$ cat config.mk
export PLATFORM = sky130hd
export DESIGN_NAME = attack_sequencer_flat
export DESIGN_NICKNAME = d
export VERILOG_FILES = /design/src/rtl/attack_sequencer_if.sv /design/src/rtl/attack_sequencer.sv /design/src/flat_wrapper.sv
export SDC_FILE = /design/constraint.sdc
export NUM_CORES = 1
export LEC_CHECK = 0
export CORE_MARGIN = 2
export CORE_UTILIZATION = 45
export CTS_CLUSTER_SIZE = 12
export DETAILED_ROUTE_END_ITERATION = 10
export DONT_BUFFER_PORTS = 1
export GPL_TIMING_DRIVEN = 0
export PLACE_DENSITY_LB_ADDON = 0.12
export SLEW_MARGIN = 10
export SYNTH_ARGS = -nofsm -noshare
export SYNTH_HDL_FRONTEND = slang
export SYNTH_SLANG_ARGS = --single-unit
$ cat constraint.sdc
create_clock -name clk -period 1.9 [get_ports clk]
set_input_delay 0.19 -clock clk [delete_from_list [all_inputs] [get_ports clk]]
set_output_delay 0.19 -clock clk [all_outputs]
set_load 0.005 [all_outputs]
$ cat src/rtl/attack_sequencer_if.sv
// rtl/attack_sequencer_if.sv - Player input strobes/levels and sequencer status for one attack_sequencer
interface attack_sequencer_if;
  logic       frame_tick;
  logic       btn_attack;
  logic       btn_left;
  logic       btn_right;
  logic       player_num;
  logic       got_hit;
  logic [2:0] state;
  logic       attacking;
  logic       dir_attacking;
  logic       hit_active;
  logic       busy;

  modport master (
    output frame_tick, btn_attack, btn_left, btn_right, player_num, got_hit,
    input  state, attacking, dir_attacking, hit_active, busy
  );

  modport slave (
    input  frame_tick, btn_attack, btn_left, btn_right, player_num, got_hit,
    output state, attacking, dir_attacking, hit_active, busy
  );
endinterface

$ cat src/rtl/attack_sequencer.sv
// rtl/attack_sequencer.sv - Frame-driven per-player pose/attack sequencer
// Optional ATTACK_BUFFER_EN: a press during RECOVERY chains straight into the next STARTUP.
module attack_sequencer #(
  parameter int BASIC_STARTUP  = 5,
  parameter int BASIC_ACTIVE   = 2,
  parameter int BASIC_RECOVERY = 16,
  parameter int DIR_STARTUP    = 4,
  parameter int DIR_ACTIVE     = 3,
  parameter int DIR_RECOVERY   = 15,
  parameter int HITSTUN_FRAMES = 12,
  parameter int CNT_W          = 5
) (
  input logic              clk,
  input logic              rst,
  attack_sequencer_if.slave io
);

  typedef enum logic [2:0] {
    S_IDLE     = 3'd0,
    S_FWD      = 3'd1,
    S_BACK     = 3'd2,
    S_HITSTUN  = 3'd3,
    S_STARTUP  = 3'd5,
    S_ACTIVE   = 3'd6,
    S_RECOVERY = 3'd7
  } state_t;

  localparam logic [CNT_W-1:0] L_BS  = CNT_W'(BASIC_STARTUP);
  localparam logic [CNT_W-1:0] L_BA  = CNT_W'(BASIC_ACTIVE);
  localparam logic [CNT_W-1:0] L_BR  = CNT_W'(BASIC_RECOVERY);
  localparam logic [CNT_W-1:0] L_DS  = CNT_W'(DIR_STARTUP);
  localparam logic [CNT_W-1:0] L_DA  = CNT_W'(DIR_ACTIVE);
  localparam logic [CNT_W-1:0] L_DR  = CNT_W'(DIR_RECOVERY);
  localparam logic [CNT_W-1:0] L_HS  = CNT_W'(HITSTUN_FRAMES);
  localparam logic [CNT_W-1:0] L_ONE = CNT_W'(1);

  state_t           st, st_nx;
  logic [CNT_W-1:0] cnt, cnt_nx;
  logic             kind, kind_nx;
  logic             btn_q, atk_pend, dir_pend, hit_pend;
  logic             atk_edge, atk_now, dir_now, hit_now, fwd, back;
  logic             st_attack_nx;

`ifdef ATTACK_BUFFER_EN
  logic buf_pend, buf_dir, rec_edge, buf_now, buf_dir_now, buf_clr;
`endif

  always_comb begin
    atk_edge = io.btn_attack & ~btn_q;
    // An edge on the tick cycle itself is consumed by that same tick.
    atk_now  = atk_pend | atk_edge;
    dir_now  = atk_edge ? (io.btn_left ^ io.btn_right) : dir_pend;
    hit_now  = hit_pend | io.got_hit;
    fwd      = io.player_num ? io.btn_left  : io.btn_right;
    back     = io.player_num ? io.btn_right : io.btn_left;
`ifdef ATTACK_BUFFER_EN
    rec_edge    = atk_edge && (st == S_RECOVERY);
    buf_now     = buf_pend | rec_edge;
    buf_dir_now = rec_edge ? (io.btn_left ^ io.btn_right) : buf_dir;
    buf_clr     = 1'b0;
`endif
    st_nx   = st;
    cnt_nx  = cnt;
    kind_nx = kind;
    if (io.frame_tick) begin
      if (hit_now) begin
        st_nx  = S_HITSTUN;
        cnt_nx = L_HS;
`ifdef ATTACK_BUFFER_EN
        buf_clr = 1'b1;
`endif
      end else begin
        case (st)
          S_IDLE, S_FWD, S_BACK: begin
            if (atk_now) begin
              st_nx   = S_STARTUP;
              kind_nx = dir_now;
              cnt_nx  = dir_now ? L_DS : L_BS;
            end else if (fwd && !back) begin
              st_nx = S_FWD;
            end else if (back && !fwd) begin
              st_nx = S_BACK;
            end else begin
              st_nx = S_IDLE;
            end
          end
          S_STARTUP: begin
            if (cnt == L_ONE) begin
              st_nx  = S_ACTIVE;
              cnt_nx = kind ? L_DA : L_BA;
            end else begin
              cnt_nx = cnt - L_ONE;
            end
          end
          S_ACTIVE: begin
            if (cnt == L_ONE) begin
              st_nx  = S_RECOVERY;
              cnt_nx = kind ? L_DR : L_BR;
            end else begin
              cnt_nx = cnt - L_ONE;
            end
          end
          S_RECOVERY: begin
            if (cnt == L_ONE) begin
`ifdef ATTACK_BUFFER_EN
              if (buf_now) begin
                st_nx   = S_STARTUP;
                kind_nx = buf_dir_now;
                cnt_nx  = buf_dir_now ? L_DS : L_BS;
                buf_clr = 1'b1;
              end else begin
                st_nx  = S_IDLE;
                cnt_nx = '0;
              end
`else
              st_nx  = S_IDLE;
              cnt_nx = '0;
`endif
            end else begin
              cnt_nx = cnt - L_ONE;
            end
          end
          S_HITSTUN: begin
            if (cnt == L_ONE) begin
              st_nx  = S_IDLE;
              cnt_nx = '0;
            end else begin
              cnt_nx = cnt - L_ONE;
            end
          end
          default: begin
            st_nx  = S_IDLE;
            cnt_nx = '0;
          end
        endcase
      end
    end
    st_attack_nx = (st_nx == S_STARTUP) || (st_nx == S_ACTIVE) || (st_nx == S_RECOVERY);
  end

  always_ff @(posedge clk or posedge rst) begin
    if (rst) begin
      st       <= S_IDLE;
      cnt      <= '0;
      kind     <= 1'b0;
      btn_q    <= 1'b0;
      atk_pend <= 1'b0;
      dir_pend <= 1'b0;
      hit_pend <= 1'b0;
    end else begin
      st    <= st_nx;
      cnt   <= cnt_nx;
      kind  <= kind_nx;
      btn_q <= io.btn_attack;
      if (io.frame_tick) begin
        atk_pend <= 1'b0;
        dir_pend <= 1'b0;
        hit_pend <= 1'b0;
      end else begin
        if (atk_edge) begin
          atk_pend <= 1'b1;
          dir_pend <= io.btn_left ^ io.btn_right;
        end
        if (io.got_hit) hit_pend <= 1'b1;
      end
    end
  end

`ifdef ATTACK_BUFFER_EN
  // Sticky across ticks; a later press overwrites the buffered direction.
  always_ff @(posedge clk or posedge rst) begin
    if (rst) begin
      buf_pend <= 1'b0;
      buf_dir  <= 1'b0;
    end else if (buf_clr) begin
      buf_pend <= 1'b0;
    end else if (rec_edge) begin
      buf_pend <= 1'b1;
      buf_dir  <= io.btn_left ^ io.btn_right;
    end
  end
`endif

  always_ff @(posedge clk or posedge rst) begin
    if (rst) begin
      io.attacking     <= 1'b0;
      io.dir_attacking <= 1'b0;
      io.hit_active    <= 1'b0;
      io.busy          <= 1'b0;
    end else begin
      io.attacking     <= st_attack_nx & ~kind_nx;
      io.dir_attacking <= st_attack_nx & kind_nx;
      io.hit_active    <= (st_nx == S_ACTIVE);
      io.busy          <= st_attack_nx || (st_nx == S_HITSTUN);
    end
  end

  assign io.state = st;

endmodule

$ cat src/flat_wrapper.sv
// flat-port wrapper written by rule: the top's interface ports become plain ports
module attack_sequencer_flat 
#(
  parameter int BASIC_STARTUP  = 5,
  parameter int BASIC_ACTIVE   = 2,
  parameter int BASIC_RECOVERY = 16,
  parameter int DIR_STARTUP    = 4,
  parameter int DIR_ACTIVE     = 3,
  parameter int DIR_RECOVERY   = 15,
  parameter int HITSTUN_FRAMES = 12,
  parameter int CNT_W          = 5
)
  (clk, rst, io_frame_tick, io_btn_attack, io_btn_left, io_btn_right, io_player_num, io_got_hit, io_state, io_attacking, io_dir_attacking, io_hit_active, io_busy);
  attack_sequencer_if io_i ();
  input logic clk;
  input logic rst;
  input wire logic [$bits(io_i.frame_tick)-1:0] io_frame_tick;
  input wire logic [$bits(io_i.btn_attack)-1:0] io_btn_attack;
  input wire logic [$bits(io_i.btn_left)-1:0] io_btn_left;
  input wire logic [$bits(io_i.btn_right)-1:0] io_btn_right;
  input wire logic [$bits(io_i.player_num)-1:0] io_player_num;
  input wire logic [$bits(io_i.got_hit)-1:0] io_got_hit;
  output wire logic [$bits(io_i.state)-1:0] io_state;
  output wire logic [$bits(io_i.attacking)-1:0] io_attacking;
  output wire logic [$bits(io_i.dir_attacking)-1:0] io_dir_attacking;
  output wire logic [$bits(io_i.hit_active)-1:0] io_hit_active;
  output wire logic [$bits(io_i.busy)-1:0] io_busy;
  assign io_i.frame_tick = io_frame_tick;
  assign io_i.btn_attack = io_btn_attack;
  assign io_i.btn_left = io_btn_left;
  assign io_i.btn_right = io_btn_right;
  assign io_i.player_num = io_player_num;
  assign io_i.got_hit = io_got_hit;
  assign io_state = io_i.state;
  assign io_attacking = io_i.attacking;
  assign io_dir_attacking = io_i.dir_attacking;
  assign io_hit_active = io_i.hit_active;
  assign io_busy = io_i.busy;
  attack_sequencer #(.BASIC_STARTUP(BASIC_STARTUP), .BASIC_ACTIVE(BASIC_ACTIVE), .BASIC_RECOVERY(BASIC_RECOVERY), .DIR_STARTUP(DIR_STARTUP), .DIR_ACTIVE(DIR_ACTIVE), .DIR_RECOVERY(DIR_RECOVERY), .HITSTUN_FRAMES(HITSTUN_FRAMES), .CNT_W(CNT_W)) u_core (.clk(clk), .rst(rst), .io(io_i));
endmodule
* After elaboration in Yosys (flattened, before gate mapping)
Index checks and enable logic that the tools add are counted.
** Cells by class
- $add $sub $neg :: 1
- Equality and inequality tests :: 12
- Muxes and demuxes :: 30
- Bitwise gates (word level) :: 8
- Reductions and logical operators :: 13
** Operators by type and width (number)
- $mux 5 :: 6
- $mux 3 :: 7
- $pmux 5 s4 :: 1
- $eq 3x3->1 const B :: 6
- $mux 1 :: 14
- $pmux 3 s4 :: 1
- $eq 3x2->1 const B :: 3
- $eq 5x1->1 const B :: 1
- $sub 5x1->5 const B :: 1
- $reduce_bool 2->1 :: 2
- $and 1x1->1 :: 3
- $eq 3x1->1 const B :: 1
- $logic_not 3->1 :: 1
- $logic_or 1x1->1 :: 3
- $ne 3x1->1 const B :: 1
- $reduce_or 3->1 :: 1
- $logic_and 1x1->1 :: 2
- $logic_not 1->1 :: 2
- $mux 2 :: 1
- $not 1->1 :: 2
- $or 1x1->1 :: 2
- $reduce_and 2->1 :: 1
- $reduce_or 2->1 :: 1
- $xor 1x1->1 :: 1
** Storage, ports and cells
- Register bits after elaboration :: 17
- Input bits :: 8
- Output and inout port bits :: 7
- Logic and storage cells :: 75

* Logic depth before layout (Yosys ltp)
- Word-level depth :: 13
- Mapped depth :: 8
- Gate-level depth less buffers :: 7

* Worst setup path after synthesis
No wires, ideal clock.
- Path type :: register to register
- From :: register u_core.cnt[1]
- To :: register u_core.io.busy
- Setup time :: 0.126 ns
- Arrival time :: 1.880 ns
- Required time :: 1.774 ns
- Slack :: -0.106 ns
- Cell stages (with the launch flop) :: 7
- Buffers on the path :: 0
- Clock period less this slack :: 2.006 ns
- Cell sequence :: dfrtp_1 > inv_1 > ha_1 > nor4b_2 > a21oi_1 > o32a_2 > maj3_2
** On the way
- Cells in the longest elaborated chain, start to end :: 9
- Elaborated cells on any way between the ends :: 14
** Ends and longest elaborated chain
- from (decl) :: RTL line attack_sequencer.sv:38 : logic [CNT_W-1:0] cnt, cnt_nx;
- from (signal assigned) :: RTL line attack_sequencer.sv:152 : cnt <= cnt_nx;
- $eq 5x1->1 (*)
- $mux 3, on equally long branches
- $pmux 3 s4 (*) :: RTL line attack_sequencer.sv:73 : case (st)
- $mux 3 (*) :: RTL line attack_sequencer.sv:66 : if (hit_now) begin
- $mux 3 (*) :: RTL line attack_sequencer.sv:65 : if (io.frame_tick) begin
- net u_core.st_nx[1] :: RTL line attack_sequencer.sv:37 : state_t st, st_nx;
- $eq 3x3->1 :: RTL line attack_sequencer.sv:138 : st_attack_nx = (st_nx == S_STARTUP) || (st_nx == S_ACTIVE) || (st_nx == S_RECOVERY);
- $logic_or 1x1->1 (2 in a row) :: RTL line attack_sequencer.sv:138
- $logic_or 1x1->1 (*) :: RTL line attack_sequencer.sv:194 : io.busy <= st_attack_nx || (st_nx == S_HITSTUN);
- to (signal assigned) :: RTL line attack_sequencer.sv:194
- to (decl) :: RTL line attack_sequencer_if.sv:22 : output state, attacking, dir_attacking, hit_active, busy
The timed path passes the listed nets; every way through them passes the cells marked *.
A chain may end at the register's enable or synchronous reset.

* Worst setup path after layout
- From :: register u_core.cnt[1]
- To :: register u_core.io.hit_active
** On the way
- Cells in the longest elaborated chain, start to end :: 6
- Elaborated cells on any way between the ends :: 8
** Ends and longest elaborated chain
- $eq 5x1->1 (*)
- $mux 3, on equally long branches
- $pmux 3 s4 (*) :: RTL line attack_sequencer.sv:73
- $mux 3 (*) :: RTL line attack_sequencer.sv:66
- $mux 3 (*) :: RTL line attack_sequencer.sv:65
- net u_core.st_nx[1] :: RTL line attack_sequencer.sv:37
- $eq 3x3->1 (*) :: RTL line attack_sequencer.sv:193 : io.hit_active <= (st_nx == S_ACTIVE);
- to (signal assigned) :: RTL line attack_sequencer.sv:193
- to (decl) :: RTL line attack_sequencer_if.sv:22
Marked as above.

==> results.md <==
Logic synthesis:
- The dominant synthesized flop cell is sky130_fd_sc_hd__dfrtp_1.
- By count the netlist is led by 17 x sky130_fd_sc_hd__dfrtp_1, 10 x sky130_fd_sc_hd__a21oi_1, 9 x sky130_fd_sc_hd__inv_1, 8 x sky130_fd_sc_hd__nor2_1, 6 x sky130_fd_sc_hd__nand2_1.
- The async set-or-reset flop fraction in the synthesized netlist is 1.00.
- The post-synth net total is 128.
- The per-instance average area after synthesis is 9.27 sq um.
- After synthesis, the cell types taking the most area are sky130_fd_sc_hd__dfrtp_1 39%, sky130_fd_sc_hd__a21oi_1 4.6%, sky130_fd_sc_hd__inv_1 3.1%, sky130_fd_sc_hd__o211a_1 2.7%, sky130_fd_sc_hd__nor2_1 2.7%.
- For this run, the number of Yosys warnings is 0.
- The number of instances in the synthesized netlist is 118.
- The number of enable-type register cells in the synthesized netlist is 0.
- The post-synthesis cell type count is 48.
- The number of storage elements in the synthesis netlist is 17.
- The share of the synthesized area in the top cell type is 0.389.
- Among all cell types in the netlist, the one instantiated most often is sky130_fd_sc_hd__dfrtp_1.
- The cell type contributing the most total cell area after synthesis is sky130_fd_sc_hd__dfrtp_1.
- The share of the Yosys chip area taken by registers is 0.389.
- After synthesis the cells add up to 1090 sq um.

Floorplan:
- The number of cell rows is 17.
- In this run the vertical extent of the chip is 53.3 microns.
- The placeable core area is 2250 sq um.
- The number of ports placed on the die boundary is 15.
- In this run the horizontal extent of the chip is 53.3 microns.
- The initial utilization of the core area, before any placement, comes to 0.485.
- The area of the die is 2840 sq um.

Timing:
- Setup repair after global routing could not meet its margin everywhere.
- The count of final hold-check violations is 0.
- For this run, the top clock speed supported by timing is 520 MHz.
- The number of max-slew violations in the final report was 0.
- The final worst-path cycle share is 1.01.
- The clock tree skew after final layout is 2.65 ps.
- For the pin with the worst max-slew slack, the measured transition is 626 ps.
- The tightest slew margin relative to the limit is 0.582.
- After layout, the minimum clock period comes to 1920 ps.
- The number of endpoints failing setup at the final stage is 1.
- The setup slack after layout is -23.2 ps.

CTS:
- The source-to-sink clock delay at the later pin of the worst-skew pair is 290 ps.
- TritonCTS built the clock tree.
- In this run, CTS created clock tree buffers numbering 3.
- CTS placed an instance of sky130_fd_sc_hd__clkbuf_4 at the clock tree root.
- The longest clock path from root to sink contains 2 buffers.
- After clock tree synthesis, the clock-pin slew on the worst setup and hold paths is 100 ps.
- The CTS sink count is 17.
- The number of levels in the clock H-tree is 1.

Layout:
- For this run, the post-layout net count is 142.
- The final standard cell count with taps included and fillers excluded is 159.
- Relative to the synthesized area, the layout overhead comes to 21.9%.
- The ratio of cells with drive above 1 in the final layout is 0.290.
- The count of antenna diodes in the layout is 0.
- The number of filler instances in the final layout is 205.

Critical path:
- The kind of end point of the critical path is a flip-flop.
- STA puts the critical path data arrival time at 2160 ps.
- The critical-path maximum fanout is 5.
- The setup path with the least slack is of type reg -> reg.
- The worst setup path is launched from a flip-flop.
- The required time at the endpoint of the critical path is 2140 ps.

Global route:
- The first global-routing pass estimated 4.15 mm of wire.
- The initial antenna violation count was 0.
- The final global-route overflow total is 0.
- The via count of the first global-routing pass is 914.
- Entering global routing, the biggest net connects 18 pins.
- The combined global-route utilization of all metal layers is 0.200.

Routing:
- The initial detailed-routing violation count is 16.
- Using the TritonRoute via totals, the vias-per-cell ratio works out to 5.98.
- The average routed wire per standard cell is 15.7 microns.
- The total detailed-routing wirelength is 2.50 mm.
- Summing over every cut layer, the via total after detailed routing is 951.
- The post-detailed-route DRC marker count is 0.
- The first-pass detailed-route iteration total is 4.
- The detail route stage leaves a number of antenna-violating nets equal to 0.

Min path:
- The path type of the worst min-delay path is in -> reg.

Pwr:
- After layout, the design draws a total of 0.777 mW.
- The leakage component of the power is 0.539 nW.
- IR analysis of the VDD net gives a maximum drop of 0.000394 V.
- In this run the power density over the cells is 583 nW/um^2.

Placed design:
- The number of port buffers is 0.
- Detailed placement finished with a half-perimeter wire length of 1.79 mm.
- The post-placement cell count is 146.
- Routability-driven placement finished with a final weighted congestion of 0.839.

Status:
- The checks that failed: setup timing.
- The flow ran to the end, but the final reports show violations.

Job:
- Across the run, the number of max-cap violations was 0.
## stage by stage
step / hold WS, ps / instance area [sq um] / setup slack (ps) / utilization / setup TNS, ps
after global placement: 189 / 1170 / -296 / 0.519 / -2050
after floorplan: 116 / 1140 / -45.1 / - / -99.2
final: 32.2 / 1330 / -23.2 / 0.591 / -23.2
after CTS: 30.9 / 1310 / -59.6 / 0.580 / -102
after global routing: 38.9 / 1330 / -107 / 0.591 / -426
after detailed placement: 202 / 1170 / -310 / 0.519 / -2190
## per-layer routing
layer	vias to the layer above	GRT usage	wire length, microns
met5	-	0	0
met4	0	0.0342	26
met3	4	0.0678	119
met2	20	0.319	1230
met1	466	0.265	1120
li1	461	-	-
## power by group
part           total (mW)  internal (mW)  switching [mW]
combinational       0.167         0.0860          0.0808
sequential          0.410          0.381          0.0293
clock               0.200         0.0802           0.120
## registers in the layout, summed over array words and instances, names as in the netlist
register	cells
u_core.io.busy	1
u_core.btn_q	1
u_core.atk_pend	1
u_core.io.attacking	1
u_core.cnt	5
u_core.kind	1
u_core.dir_pend	1
u_core.io.state	3
u_core.io.hit_active	1
u_core.hit_pend	1
u_core.io.dir_attacking	1
## cell type report
cell class | count | area (sq um) | area share
multi-input cells | 84 | 689 | 0.517
clock inverters | 1 | 7.51 | 0.00563
plain buffers | 5 | 25.0 | 0.0188
inverters | 10 | 37.5 | 0.0282
repair buffers | 11 | 87.6 | 0.0657
well taps | 28 | 35.0 | 0.0263
clock buffers | 3 | 22.5 | 0.0169
flip-flops and latches | 17 | 428 | 0.321
## final timing paths
kind | start | end | slack (ps) | depth (start not counted)
min | io_got_hit | u_core.hit_pend | 30 | 2
min reg2reg | u_core.dir_pend | u_core.dir_pend | 580 | 2
max reg2reg | u_core.cnt[1] | u_core.io.hit_active | -20 | 7
max in group asynchronous | rst | u_core.cnt[0] | 1050 | 2
max | u_core.cnt[1] | u_core.io.hit_active | -20 | 7
min in group asynchronous | rst | u_core.io.hit_active | 410 | 2
## cell families (layout without fill, tap and decap cells)
logic type,count (synthesis),after routing,synth area share
adders and majority gates,3,3,0.0332
muxes,1,1,0.0103
buffers and inverters,17,30,0.0606
and+or+nand+nor,35,35,0.198
AOI/OAI and AO/OA,43,43,0.293
DFF,17,17,0.389
xor gates and xnor gates,2,2,0.0160
## cells in the final DEF, fill, tap and decap left out, types with 2 or more instances in the layout
master,synthesis,final
sky130_fd_sc_hd__nor3_1,2,2
sky130_fd_sc_hd__o21a_1,2,2
sky130_fd_sc_hd__a21oi_2,0,2
sky130_fd_sc_hd__o31ai_4,1,2
sky130_fd_sc_hd__o211a_1,3,3
sky130_fd_sc_hd__nand2_1,6,6
sky130_fd_sc_hd__inv_1,9,8
sky130_fd_sc_hd__a21oi_1,10,8
sky130_fd_sc_hd__clkbuf_2,0,4
sky130_fd_sc_hd__o21ai_1,4,4
sky130_fd_sc_hd__o21ai_0,4,4
sky130_fd_sc_hd__nand2b_1,2,2
sky130_fd_sc_hd__nand4_1,2,2
sky130_fd_sc_hd__xnor2_1,2,2
sky130_fd_sc_hd__clkbuf_4,0,3
sky130_fd_sc_hd__dfrtp_1,17,15
sky130_fd_sc_hd__buf_4,0,9
sky130_fd_sc_hd__inv_2,1,2
sky130_fd_sc_hd__nand3_1,3,3
sky130_fd_sc_hd__dlygate4sd3_1,0,2
sky130_fd_sc_hd__nor2b_1,2,2
sky130_fd_sc_hd__nor2_1,8,8
sky130_fd_sc_hd__dfrtp_2,0,2
sky130_fd_sc_hd__a22o_1,2,2
## worst max-delay path, stage by stage (launching register included)
cell	delay, ps
sky130_fd_sc_hd__dfrtp_1	400
sky130_fd_sc_hd__inv_2	80
sky130_fd_sc_hd__ha_4	130
sky130_fd_sc_hd__or4b_4	520
sky130_fd_sc_hd__o31ai_4	220
sky130_fd_sc_hd__buf_4	150
sky130_fd_sc_hd__o32a_4	180
sky130_fd_sc_hd__and4bb_1	190
## what timing repair did
item,4_1_cts,5_1_grt
pin swaps,5,4
hold buffers,2,0
gates resized for setup,10,8
endpoints found under the hold margin,18,0
endpoints found under the setup margin,10,7
setup buffers,8,1
Note: power is estimated with default switching activity, not from simulation.
